<file path="config.mk">
export PLATFORM = sky130hd
export DESIGN_NAME = mul_nbit_seq
export DESIGN_NICKNAME = d
export VERILOG_FILES = /design/src/rtl/mul_nbit_seq.sv
export SDC_FILE = /design/constraint.sdc
export NUM_CORES = 1
export LEC_CHECK = 0
export BUFFER_PORTS_ARGS = -buffer_cell sky130_fd_sc_hd__buf_2
export CAP_MARGIN = 20
export CORE_MARGIN = 2
export CORE_UTILIZATION = 58
export CTS_CLUSTER_DIAMETER = 150
export CTS_CLUSTER_SIZE = 40
export DETAILED_ROUTE_END_ITERATION = 12
export GPL_ROUTABILITY_DRIVEN = 0
export HOLD_SLACK_MARGIN = 0.02
export PLACE_DENSITY = 0.89
export SYNTH_ARGS = -nofsm -noshare
export SYNTH_HDL_FRONTEND = slang
export SYNTH_SLANG_ARGS = --single-unit
</file>
<file path="constraint.sdc">
create_clock -name clk_i -period 2.3 [get_ports clk_i]
set_input_delay 0.115 -clock clk_i [delete_from_list [all_inputs] [get_ports clk_i]]
set_output_delay 0.115 -clock clk_i [all_outputs]
set_load 0.01 [all_outputs]
</file>
<file path="src/rtl/mul_nbit_seq.sv">
// Sequential WIDTH-bit multiplier with an unsigned integer mode and a GF(2^WIDTH) mode.
// It performs one shift-add step (integer) or one xtime-xor step (GF) per clock.
// Each operation takes exactly WIDTH steps, whatever the operand values.
// Valid/ready handshakes are used on the operand side and on the result side.
//
// state | meaning
// ------+-----------------------------------------------------------
// IDLE  | waiting for operands, in_ready_o=1
// BUSY  | WIDTH multiply steps, one per clock
// DONE  | product_o valid, held until out_ready_i
module mul_nbit_seq #(
   parameter int unsigned            WIDTH = 8,
   parameter logic [WIDTH-1:0]       POLY  = WIDTH'('h1B)
) (
   input  logic                 clk_i,
   input  logic                 rst_i,
   input  logic                 in_valid_i,
   output logic                 in_ready_o,
   input  logic                 mode_i,
   input  logic [WIDTH-1:0]     operand_a_i,
   input  logic [WIDTH-1:0]     operand_b_i,
   output logic                 out_valid_o,
   input  logic                 out_ready_i,
   output logic [2*WIDTH-1:0]   product_o
);

   generate
      if (WIDTH < 2 || WIDTH > 32) begin : g_width_check
         $fatal(1, "mul_nbit_seq: WIDTH must be in 2..32");
      end
   endgenerate

   localparam int unsigned     CW   = $clog2(WIDTH);
   localparam logic [CW-1:0]   LAST = CW'(WIDTH - 1);

   typedef enum logic [1:0] {
      IDLE = 2'd0,
      BUSY = 2'd1,
      DONE = 2'd2
   } state_t;

   state_t                 state_q, state_d;
   logic [2*WIDTH-1:0]     a_sh_q, a_sh_d;
   logic [WIDTH-1:0]       b_q, b_d;
   logic                   mode_q;
   logic [2*WIDTH-1:0]     acc_q, acc_d;
   logic [CW-1:0]          cnt_q;
   logic [WIDTH-1:0]       gf_xt;

   // State register; reset abandons any in-flight operation at once
   always_ff @(posedge clk_i or posedge rst_i) begin
      if (rst_i) begin
         state_q <= IDLE;
      end else begin
         state_q <= state_d;
      end
   end

   // Next-state logic; the step count alone decides when BUSY ends
   always_comb begin
      state_d = state_q;
      case (state_q)
         IDLE: if (in_valid_i)       state_d = BUSY;
         BUSY: if (cnt_q == LAST)    state_d = DONE;
         DONE: if (out_ready_i)      state_d = IDLE;
         default:                    state_d = IDLE;
      endcase
   end

   // One multiply step: integer is LSB-first shift-add, GF is MSB-first Horner with xtime
   always_comb begin
      acc_d  = acc_q;
      a_sh_d = a_sh_q;
      b_d    = b_q;
      gf_xt  = {acc_q[WIDTH-2:0], 1'b0} ^ (acc_q[WIDTH-1] ? POLY : '0);
      if (mode_q) begin
         acc_d = {{WIDTH{1'b0}}, gf_xt ^ (b_q[WIDTH-1] ? a_sh_q[WIDTH-1:0] : '0)};
         b_d   = b_q << 1;
      end else begin
         if (b_q[0]) begin
            acc_d = acc_q + a_sh_q;
         end
         a_sh_d = a_sh_q << 1;
         b_d    = b_q >> 1;
      end
   end

   // Operand capture on accept, step registers while BUSY, hold otherwise
   always_ff @(posedge clk_i or posedge rst_i) begin
      if (rst_i) begin
         a_sh_q <= '0;
         b_q    <= '0;
         mode_q <= 1'b0;
         acc_q  <= '0;
         cnt_q  <= '0;
      end else begin
         case (state_q)
            IDLE: begin
               if (in_valid_i) begin
                  a_sh_q <= {{WIDTH{1'b0}}, operand_a_i};
                  b_q    <= operand_b_i;
                  mode_q <= mode_i;
                  acc_q  <= '0;
                  cnt_q  <= '0;
               end
            end
            BUSY: begin
               a_sh_q <= a_sh_d;
               b_q    <= b_d;
               acc_q  <= acc_d;
               cnt_q  <= cnt_q + CW'(1);
            end
            default: ;
         endcase
      end
   end

   assign in_ready_o  = (state_q == IDLE);
   assign out_valid_o = (state_q == DONE);
   assign product_o   = acc_q;

endmodule

</file>
==> results.ini <==
[synthesis]
yosysWarnings = 0
synthTopCellsByArea = dfrtp_1 41%, ha_1 7.5%, nand2_1 7.4%, xnor2_1 5.6%, o21ai_1 4.9%
syn_nets = 355
synth_top_cell_by_area = dfrtp_1
synth-simple-area-share_pct = 14.9
synth_area_um2 = 2840
postSynthRegisterBits = 46
synth_edf_count = 0
yosysMostFrequentCell = nand2_1
synth_compound_area_share_pct = 23.9
yosysTopAreaCellShare_pct = 40.6
syn_avg_cell_area_um2 = 8.98
synth-xor-area-share_pct = 6.79
yosys_most_used_dff = dfrtp_1
ys_seq_area_share_pct = 40.6
postSynth.asyncResetShare_pct = 100
synth_top_family_by_area = compound AO/OA/AOI/OAI gates
synthTopCellsByCount = 56 x nand2_1, 46 x dfrtp_1, 28 x o21ai_1
synth_cells = 316
synthAdderAreaFrac_pct = 8.20
synth_cell_type_count = 41
synthMuxAreaShare_pct = 2.47

[cells_and_area]
diodes = 0
fill_cells = 374
nets = 397
drive_gt1_share_pct = 18.1
syn_to_final_growth_pct = 14.2
final_cells = 426

[setup_path]
start_kind = register
crit_chain = ha_1 > inv_1 > fa_1 > nand2b_4 > a211oi_4 > o2111ai_1 > a21oi_2 > or3_1 > o211ai_1
critPathTopFamily = compound AO/OA/AOI/OAI gates
timing_worst_setup_path_type = register to register
cp.arrival_ns = 2.38
crit_slowest_cell = fa_1
endpoint_kind = register
crit_fanout = 3
cp.required_ns = 2.47
path_buf_inv = 1
rrSetupSlack_ns = 0.09
max_stage_delay_ns = 0.41

[global_routing]
antenna_found_initial = 0
grt_max_degree = 25
track_usage_pct = 25.2
grt_pass1_wl_um = 10600
grt-ovfl-total = 0
grt_pass1_vias = 2387

[drt]
initialDrtViolationCount = 132
first_pass_iters = 4
viasPerCell = 5.84
vias = 2486
drtAntennaViolNets = 0
drcViolationCount = 0
wl_per_cell_um = 15.1
wl_um = 6420

[timing]
tightest_slew_ns = 0.622
finalHoldViolCount = 0
maxSlewViolCount = 0
maxSlewHeadroom_pct = 58.6
hold_ws_ns = 0.0359
rsz0062_at_grt = no
finalSetupViolations = 0
tns_ns = 0
layout_min_cycle_time_ns = 2.21
finClkSkew_ns = 0.00558
min_period_over_period_pct = 96.0
max_freq_mhz = 453

[power]
p_leak_nw = 1.54
peakVddDrop_v = 0.000781
power.total_mw = 4.97
p_per_area_nw_per_um2 = 1530

[place]
io_buffers = 38
dpl.cell_count = 416
hpwl_um = 4720

[clock_tree]
cts_tree = done
htree_levels = 2
clock_sink_count = 46
numCtsBuffers = 5
cts_buffer_depth = 2
cts.clk_slew.worst_paths_ns = 0.09
clkLatencyLatePin_ns = 0.30
root_buffer = clkbuf_8

[worst_hold_path]
min_path_type = primary input to register

[floorplanning]
start_util_pct = 60.1
row_count = 25
die_h_um = 73.9
io_pins = 39
dieArea_um2 = 5470
fp.coreArea_um2 = 4720
fp.dieW_um = 73.9

[run]
maxCapViolations = 0

[run_status]
status = finished, final reports clean

[sequential cells by signal, summed over array words and instances (netlist names)]
signal	count
cnt_q	3
b_q	8
mode_q	1
state_q	2
product_o	16
a_sh_q	16
[layer usage]
layer  track usage, %  vias up  wire [um]
met4             13.5        0        242
met3             4.61       25        361
met5                0        -          0
li1                 -     1204          -
met1             32.0     1155       2710
met2             41.1      102       3110
[through the flow]
stage	util (%)	cell area [um^2]	setup slack (ns)
floorplan	-	2840	0.133
CTS	68.3	3230	0.0104
global route	68.6	3240	0.00727
finish	68.6	3240	0.0914
detailed placement	66.1	3120	0.0265
global placement	66.1	3120	0.0815
[worst paths after layout]
path                       cells past startpoint             to            from
max                                            9  product_o[14]       a_sh_q[0]
min                                            2      a_sh_q[0]  operand_a_i[0]
max reg2reg                                    9  product_o[14]       a_sh_q[0]
min reg2reg                                    1       cnt_q[0]        cnt_q[0]
max in group asynchronous                      4      a_sh_q[4]           rst_i
min in group asynchronous                      3       cnt_q[0]           rst_i
[what timing repair did]
action / 4_1_cts / 5_1_grt
hold endpoints to repair: 22 / 0
resized for setup: 0 / 2
setup buffers: 1 / 0
gates cloned: 0 / 0
hold buffers: 1 / 0
pin swaps: 2 / 3
setup endpoints to repair: 3 / 3
[area by class of cell]
| cell class | count | area, um^2 | share of cell area [%] |
|---|---|---|---|
| clock buffers | 6 | 72.6 | 2.24 |
| clock inverters | 2 | 13.8 | 0.425 |
| inverters | 7 | 26.3 | 0.810 |
| multi-input cells | 248 | 1610 | 49.7 |
| flip-flops and latches | 46 | 1150 | 35.5 |
| well taps | 67 | 83.8 | 2.59 |
| repair buffers | 50 | 283 | 8.72 |
[where the power goes]
part | switching, mW | internal (mW)
sequential | 0.359 | 1.18
combinational | 1.68 | 1.26
clock | 0.278 | 0.215
[cell usage in the layout (no fill, tap or decap), types with 2 or more instances in the layout]
cell	Yosys	routed
clkbuf_8	0	5
a21oi_2	2	2
nor2_1	20	20
o21a_1	3	3
o211ai_1	3	3
nor2b_1	3	3
dfrtp_1	46	46
a21o_1	6	6
nand3_1	3	3
xnor2_1	18	18
inv_2	1	2
nand2_1	56	56
mux2i_1	7	7
o21ai_1	28	28
a21oi_1	14	14
inv_1	6	5
buf_4	0	11
a32oi_1	2	2
o21ai_0	4	4
a31oi_1	10	10
ha_1	17	17
and2_1	7	7
xor2_1	4	4
buf_2	6	38
a22o_1	14	14
a211oi_1	9	9
nand2b_1	4	3
[logic make-up after synthesis]
logic type / Yosys count
adders and majority gates: 18
DFF: 46
AOI/OAI and AO/OA: 102
and+or+nand+nor: 99
muxes: 7
buffers and inverters: 22
xor gates and xnor gates: 22
Power figures use the tool's default switching activity.
